**config.mk**
```make
export PLATFORM = sky130hd
export DESIGN_NAME = vx_ibuffer_issue_arb
export DESIGN_NICKNAME = d
export VERILOG_FILES = /design/src/rtl/vx_ibuffer_issue_arb.sv
export SDC_FILE = /design/constraint.sdc
export NUM_CORES = 1
export LEC_CHECK = 0
export ABC_AREA = 1
export BUFFER_PORTS_ARGS = -buffer_cell sky130_fd_sc_hd__buf_2
export CORE_AREA = 2 2 251 253
export CTS_CLUSTER_SIZE = 25
export DETAILED_ROUTE_END_ITERATION = 12
export DIE_AREA = 0 0 253 255
export MAX_ROUTING_LAYER = met4
export PLACE_DENSITY = 0.58
export RECOVER_POWER = 25
export SLEW_MARGIN = 15
export SYNTH_ARGS = -nofsm -noshare
export SYNTH_HDL_FRONTEND = slang
export SYNTH_SLANG_ARGS = --single-unit
```
**constraint.sdc**
```tcl
create_clock -name clk -period 5.1 [get_ports clk]
set_input_delay 0.51 -clock clk [delete_from_list [all_inputs] [get_ports clk]]
set_output_delay 0.51 -clock clk [all_outputs]
set_load 0.03 [all_outputs]
```
**src/rtl/vx_ibuffer_issue_arb.sv**
```systemverilog
// vx_ibuffer_issue_arb: round-robin pick of one per-warp ibuffer stream per cycle,
// registered into a 2-entry skid stage (head = output register, tail = skid register).
// in_ready depends only on registered state, never on out_ready.
module vx_ibuffer_issue_arb #(
    parameter int NUM_WARPS  = 4,
    parameter int DATA_WIDTH = 128,
    parameter int WIS_W      = (NUM_WARPS > 1) ? $clog2(NUM_WARPS) : 1
) (
    input  logic                             clk,
    input  logic                             reset_n,
    input  logic [NUM_WARPS-1:0]             in_valid,
    input  logic [NUM_WARPS*DATA_WIDTH-1:0]  in_data,
    output logic [NUM_WARPS-1:0]             in_ready,
    output logic                             out_valid,
    output logic [DATA_WIDTH-1:0]            out_data,
    output logic [WIS_W-1:0]                 out_wis,
    input  logic                             out_ready,
    output logic                             busy
);

    logic [1:0]            count;
    logic [WIS_W-1:0]      rr_ptr, rr_next;
    logic [WIS_W-1:0]      grant_idx;
    logic                  grant_vld;
    logic [WIS_W-1:0]      head_wis, tail_wis;
    logic [DATA_WIDTH-1:0] head_data, tail_data, grant_data;
    logic                  push, pop;

    // Find the first valid warp scanning upward from rr_ptr with wrap.
    always_comb begin
        int idx;
        idx       = 0;
        grant_vld = 1'b0;
        grant_idx = '0;
        for (int i = 0; i < NUM_WARPS; i++) begin
            idx = int'(rr_ptr) + i;
            if (idx >= NUM_WARPS) idx = idx - NUM_WARPS;
            if (!grant_vld && in_valid[idx]) begin
                grant_vld = 1'b1;
                grant_idx = WIS_W'(idx);
            end
        end
    end

    // A grant is only issued while the stage has a free slot; reset gates it off.
    assign push       = grant_vld && (count != 2'd2) && reset_n;
    assign pop        = (count != 2'd0) && out_ready;
    assign grant_data = in_data[int'(grant_idx)*DATA_WIDTH +: DATA_WIDTH];
    assign rr_next    = (grant_idx == WIS_W'(NUM_WARPS-1)) ? '0 : grant_idx + 1'b1;

    // One-hot accept to the winning warp.
    always_comb begin
        in_ready = '0;
        if (push) in_ready[grant_idx] = 1'b1;
    end

    // Skid stage and round-robin pointer; head always holds the oldest entry.
    always_ff @(posedge clk or negedge reset_n) begin
        if (!reset_n) begin
            count     <= 2'd0;
            rr_ptr    <= '0;
            head_data <= '0;
            head_wis  <= '0;
            tail_data <= '0;
            tail_wis  <= '0;
        end else begin
            if (push) rr_ptr <= rr_next;
            case (count)
                2'd0: begin
                    if (push) begin
                        head_data <= grant_data;
                        head_wis  <= grant_idx;
                        count     <= 2'd1;
                    end
                end
                2'd1: begin
                    if (push && pop) begin
                        // head drains while the new record takes its place
                        head_data <= grant_data;
                        head_wis  <= grant_idx;
                    end else if (push) begin
                        tail_data <= grant_data;
                        tail_wis  <= grant_idx;
                        count     <= 2'd2;
                    end else if (pop) begin
                        count     <= 2'd0;
                    end
                end
                default: begin
                    // full: no push possible, pop promotes the skid entry
                    if (pop) begin
                        head_data <= tail_data;
                        head_wis  <= tail_wis;
                        count     <= 2'd1;
                    end
                end
            endcase
        end
    end

    assign out_valid = (count != 2'd0);
    assign busy      = (count != 2'd0);
    assign out_data  = head_data;
    assign out_wis   = head_wis;

endmodule

```
==> flow_metrics.tcl, run 1 <==
set metrics [dict create \
    start_util 0.3012 \
    drc 0 \
    reg2reg_from "rr_ptr[0]" \
    seq_power_share 0.190 \
    yosysTopAreaCellShare 0.3528 \
    clockPowerShare 0.124 \
    post_cts_buffers 0 \
    cts_sinks 264 \
    final-hold-violation-count 0 \
    grt_pass1_vias 19327 \
    rows 92 \
    hold-path-endpoint "count[1]" \
    grt-ovfl-total 0 \
    synth_area_um2 18730 \
    critPathBufInv 4 \
    path_class "reg2out" \
    syn_nets 3605 \
    grt_max_degree 205 \
    die_y_um 255 \
    area_growth_pct 25.09 \
    cp_top_family "simple AND/OR/NAND/NOR gates" \
    setup_ws_ns 1.053 \
    h-tree-depth 2 \
    ys_ff_latch 264 \
    drt_wl_total_um 71690 \
    end_kind "primary output" \
    synth_seq_area_share 0.3528 \
    fin_nets 4094 \
    clkLatencyLatePin_ns 0.53 \
    required_ns 4.59 \
    cp_max_fo 49 \
    fillers 6991 \
    p_leak_uw 0.01430 \
    wl_per_cell_um 16.28 \
    cp_cell_sequence "inv_2 > nand2_1 > nand2_2 > nand2_1 > nand2_1 > nor2_4 > nand4_1 > nand2_4 > buf_4 > ha_1 > inv_1 > nor2_1 > buf_2" \
    p_int_uw 8372 \
    grt_usage 0.2189 \
    combPwrFrac 0.686 \
    drv_cap 0 \
    grt_pass1_wl_um 108700 \
    drt_iter0_markers 1534 \
    clock.fmax_mhz 247.1 \
    die_width_um 253 \
    synth_area_leaders "dfrtp_1, nand2_1, inv_1" \
    async_flop_share 1.000 \
    io_pins 655 \
    antenna_found_initial 15 \
    ys_warn_count 0 \
    power_density_nw_per_um2 828.6 \
    grt_setup_unrepaired "no" \
    firstDrtPassIters 6 \
    swShare 0.5687 \
    crit_top_cell "nand2_1" \
    detail-route-antenna-nets 0 \
    post-dp-hpwl_um 48700 \
    min_from "out_ready" \
    synthFlopType "dfrtp_1" \
    holdPathStages 2 \
    critPathMaxStageDelay_ns 0.62 \
    worst_pin_slew_ns 1.095 \
    finalSetupViolCount 0 \
    fin_tns_setup_ns 0 \
    status "finished clean" \
    max-vdd-ir-drop_mv 0.5662 \
    pre_cts_ws_ns 1.598 \
    reg2reg_slack_ns 1.66 \
    cpMaxStageDelayCell "dfrtp_1" \
    drive_above_1_share 0.1811 \
    clock_skew_ns 0.01244 \
    relSlewSlack 0.2701 \
    ys_types 21 \
    cts_tree "built" \
    hold_class "in2reg" \
    synth_commonest_cells "nand2_1, inv_1, nand3_1, dfrtp_1, nand4_1" \
    cp-start-kind "register" \
    port_buffers 654 \
    clk_pin_slew_worst_paths_ns 0.05 \
    synth_edf_count 0 \
    clk_path_buf_depth 3 \
    p_sw_uw 11040 \
    fin_crit_ns 4.047 \
    gp_congestion 0.9090 \
    final_max_slew_viol_count 0 \
    post-route-period-util 0.7935 \
    reg2reg_to "tail_data[121]" \
    cp.arrival_ns 3.54 \
    worstRegToRegCells 15 \
    cts_buffers 35 \
    die-area_um2 64520 \
    cts-root-buf "clkbuf_16" \
    syn_inst 3082 \
    synthMostInstantiatedCell "nand2_1" \
    synth_top_cell_by_area "dfrtp_1" \
    routed_via_density 4.811 \
    core_area_um2 62160 \
    vias 21181 \
    synth.avg_cell_area_um2 6.076 \
]
==> worst register-to-register path: stages, from the launching register on <==
cell and delay [ns]:
dfrtp_1 0.62, inv_2 0.21, nand2_1 0.11, nand2_2 0.09, nand2_1 0.09, nand2_1 0.09
nor2_4 0.15, nand3_1 0.08, nand3_1 0.12, nand2_4 0.17, inv_4 0.40, buf_4 0.56
nand3_1 0.39, nand2_1 0.13, nand2_1 0.05, o21ai_1 0.10
==> cell type report <==
class,instances,area (µm²),share of cell area
Clock inverter,7,66.31,0.002831
Tap cell,799,999.7,0.04268
Sequential cell,264,6610,0.2822
Timing Repair Buffer,679,3481,0.1486
Multi-Input combinational cell,1982,8907,0.3803
Clock buffer,49,1031,0.04401
Antenna cell,14,35.03,0.001496
Inverter,609,2293,0.09791
==> through the flow <==
stage | instances | hold slack (ns) | utilization | area [µm²] | power, µW
after global placement | 4332 | 0.4581 | 0.3603 | 22400 | 17050
after floorplan | 3082 | 0.2144 | - | 18730 | 13360
after global routing | 4402 | 0.1846 | 0.3768 | 23420 | 21350
final | 4403 | 0.1927 | 0.3768 | 23420 | 19410
after CTS | 4389 | 0.1478 | 0.3782 | 23510 | 19630
after detailed placement | 4332 | 0.4606 | 0.3603 | 22400 | 17090
==> worst max path at each step <==
stage | startpoint | endpoint | slack, ns | cells after the start
2_1_floorplan | rr_ptr[0] | in_ready[1] | 2.38 | 13
3_3_place_gp | rr_ptr[0] | in_ready[0] | 1.56 | 13
3_5_place_dp | rr_ptr[0] | in_ready[0] | 1.60 | 13
4_1_cts | rr_ptr[0] | in_ready[0] | 0.98 | 13
5_1_grt | rr_ptr[0] | in_ready[0] | 0.76 | 13
6_report | rr_ptr[0] | in_ready[0] | 1.05 | 13
==> per-layer routing <==
layer	vias to the layer above	track usage	part of all wire
met3	97	0.03783	0.071
met2	806	0.3419	0.46
li1	10566	-	-
met4	0	0.08115	0.031
met5	-	-	0
met1	9712	0.2845	0.44
==> cell families (layout without fill, tap and decap cells) <==
group	Yosys count	in the layout	synth area share
buf+inv	836	1344	0.1741
simple gates	1812	1812	0.4252
flops	264	264	0.3528
other cells	0	14	0
fa+ha+maj	4	4	0.002673
compound gates	166	166	0.04517
==> state kept, by name, summed over array words and instances (netlist names) <==
register / count
tail_data: 128
count: 2
tail_wis: 2
out_data: 128
out_wis: 2
rr_ptr: 2
==> placed cells by master (no fill, tap or decap), drive strengths merged <==
master	Yosys	routed
diode	0	14
buf	131	584
a21oi	78	78
dlygate4sd3	0	1
o21ai	87	87
nor3	1	1
clkinvlp	0	1
nand4	257	257
ha	4	4
bufinv	0	1
nand2	1049	1049
clkbuf	96	143
dfrtp	264	264
o22ai	1	1
inv	608	608
nand3	393	393
clkinv	1	6
nor2	112	112
==> power groups by stage <==
| stage | clock [µW] | combinational (µW) | sequential [µW] |
|---|---|---|---|
| final | 2420 | 13300 | 3680 |
| after global routing | 2580 | 15000 | 3800 |
| after detailed placement | 0 | 13400 | 3680 |
| after global placement | 0 | 13400 | 3680 |
| after CTS | 2500 | 13500 | 3660 |
| after floorplan | 0 | 8750 | 4610 |
==> what timing repair did <==
action | in CTS | in global routing
hold buffers | 1 | 0
gates resized for setup | 0 | 0
hold endpoints to repair | 72 | 0
No activity file was read; power rests on OpenSTA's default activity.
==> run 2: changes to the inputs <==
CORE_AREA = 2 2 256 258   (was 2 2 251 253)
DIE_AREA = 0 0 258 260   (was 0 0 253 255)
clock period = 3.4 ns   (was 5.1 ns; I/O delays follow)
==> run 2 against run 1 <==
Compared with the run above: the run now ends with max-capacitance violations, max-slew violations left; power increased by 56%; clock skew increased by 0.0037 ns; hold slack got worse by 0.15 ns; core utilization decreased by 0.21 points; critical endpoint is now in_ready[3]; cell count increased by 2.0%; non-clock buffer count increased by 25; wire length increased by 4.6%; highest routed layer unchanged; clock power increased by 57%; die area increased by 4.0%; critical path depth increased by 1.
==> flow_metrics.tcl, run 2 (synthesized netlist as in run 1, its figures left out) <==
set metrics [dict create \
    cp.arrival_ns 2.80 \
    drv_cap 2 \
    placed_area_um2 22810 \
    drt_wl_total_um 75020 \
    grt_setup_unrepaired "no" \
    clock_skew_ns 0.01617 \
    final_core_util 0.3748 \
    clock.fmax_mhz 318.2 \
    cp-start-kind "register" \
    power_density_nw_per_um2 1259 \
    grt_usage 0.2214 \
    p_total_uw 30240 \
    final_common_cell "nand2_1" \
    h-tree-depth 2 \
    post-dp-hpwl_um 52830 \
    cts_tree "built" \
    stdcell_count 4493 \
    final-hold-violation-count 0 \
    gp_congestion 0.8889 \
    path_class "reg2out" \
    die_y_um 260 \
    cts_buffers 36 \
    post-route-period-util 0.9245 \
    drc 0 \
    clk_path_buf_depth 3 \
    detail-route-antenna-nets 0 \
    grt-ovfl-total 0 \
    die_width_um 258 \
    grt_max_degree 157 \
    finalInstanceArea_um2 24030 \
    violations "max-capacitance violations, max-slew violations" \
    relSlewSlack -0.2623 \
    cts_sinks 264 \
    p_leak_uw 0.01480 \
    routed_via_density 4.732 \
    status "finished with violations" \
    final_max_slew_viol_count 244 \
    grt_pass1_vias 19767 \
    grt_pass1_wl_um 114200 \
    clkLatencyLatePin_ns 0.53 \
    vias 21260 \
    finalSetupViolCount 0 \
    end_kind "primary output" \
    cts-root-buf "clkbuf_16" \
    port_buffers 654 \
    final_cell_mix "nand2_1, buf_2, inv_1, nand3_1, dfrtp_1" \
    required_ns 3.06 \
    max-vdd-ir-drop_mv 1.320 \
    start_util 0.2921 \
    io_pins 655 \
    hold_class "in2reg" \
    firstDrtPassIters 5 \
    fin_crit_ns 3.143 \
    die-area_um2 67080 \
    fin_tns_setup_ns 0 \
    drive_above_1_share 0.2135 \
    antenna_found_initial 17 \
    fin_nets 4120 \
    core_area_um2 64120 \
    wl_per_cell_um 16.70 \
    dp_cells 4410 \
    rows 93 \
    cp_max_fo 32 \
    drt_iter0_markers 1589 \
    worst_pin_slew_ns 1.893 \
    clk_pin_slew_worst_paths_ns 0.06 \
    area_growth_pct 28.32 \
]
run 2: timing repair:
| item | CTS | global route |
|---|---|---|
| setup endpoints to repair | 0 | 4 |
| hold buffers | 1 | 0 |
| gates resized for setup | 0 | 1 |
| endpoints found under the hold margin | 22 | 0 |
| setup buffers | 0 | 3 |
run 2: area by class of cell:
cell class                 instances  area (µm²)
timing repair buffer             704        3936
tap                              855        1070
sequential                       264        6611
inverter                         609        2293
antenna                           17       42.54
fill                            7095       40090
clock inverter                    11       138.9
clock buffer                      51        1028
multi-input combinational       1982        8907
run 2: metrics by stage:
step / setup slack [ns] / hold slack [ns]
global placement: 0.5091 / 0.2026
CTS: 0.03908 / 0.001637
detailed placement: 0.5185 / 0.2026
finish: 0.2568 / 0.04594
global route: 0.02059 / 0.02542
floorplan: 0.8512 / 0.04441
run 2: layer usage:
metal	wire, µm	vias to the layer above	track usage
li1	-	10631	-
met1	32460	9722	0.2847
met2	35080	801	0.3533
met3	5207	106	0.03762
met4	2272	0	0.07290
met5	0	-	-
run 2: power breakdown:
part | leakage, µW | switching (µW) | internal, µW | total (µW)
clock network | 0.000569 | 1480 | 2330 | 3810
logic | 0.0110 | 14600 | 6310 | 20900
registers | 0.00324 | 791 | 4750 | 5540
total | 0.0148 | 16900 | 13400 | 30200
run 2: worst max-delay path: stages (launching register included):
cell and delay, ns:
dfrtp_2 0.46, buf_4 0.16, nand2_1 0.08, nand3_1 0.09, nand2_1 0.14, clkinv_1 0.14, nand2_1 0.13, nand2_4 0.15
nand3_4 0.13, buf_12 0.20, inv_1 0.11, ha_1 0.21, inv_1 0.05, nor2_1 0.04, buf_2 0.17
run 2: worst paths after layout:
check,start,endpoint,slack [ns],depth (start not counted)
setup / recovery,rr_ptr[0],in_ready[3],0.26,14
min in group asynchronous,reset_n,out_data[35],0.25,2
setup reg to reg,rr_ptr[0],tail_data[88],0.60,13
max in group asynchronous,reset_n,out_data[105],0.97,3
hold reg to reg,out_data[86],out_data[86],0.47,2
hold / removal,out_ready,count[1],0.05,2
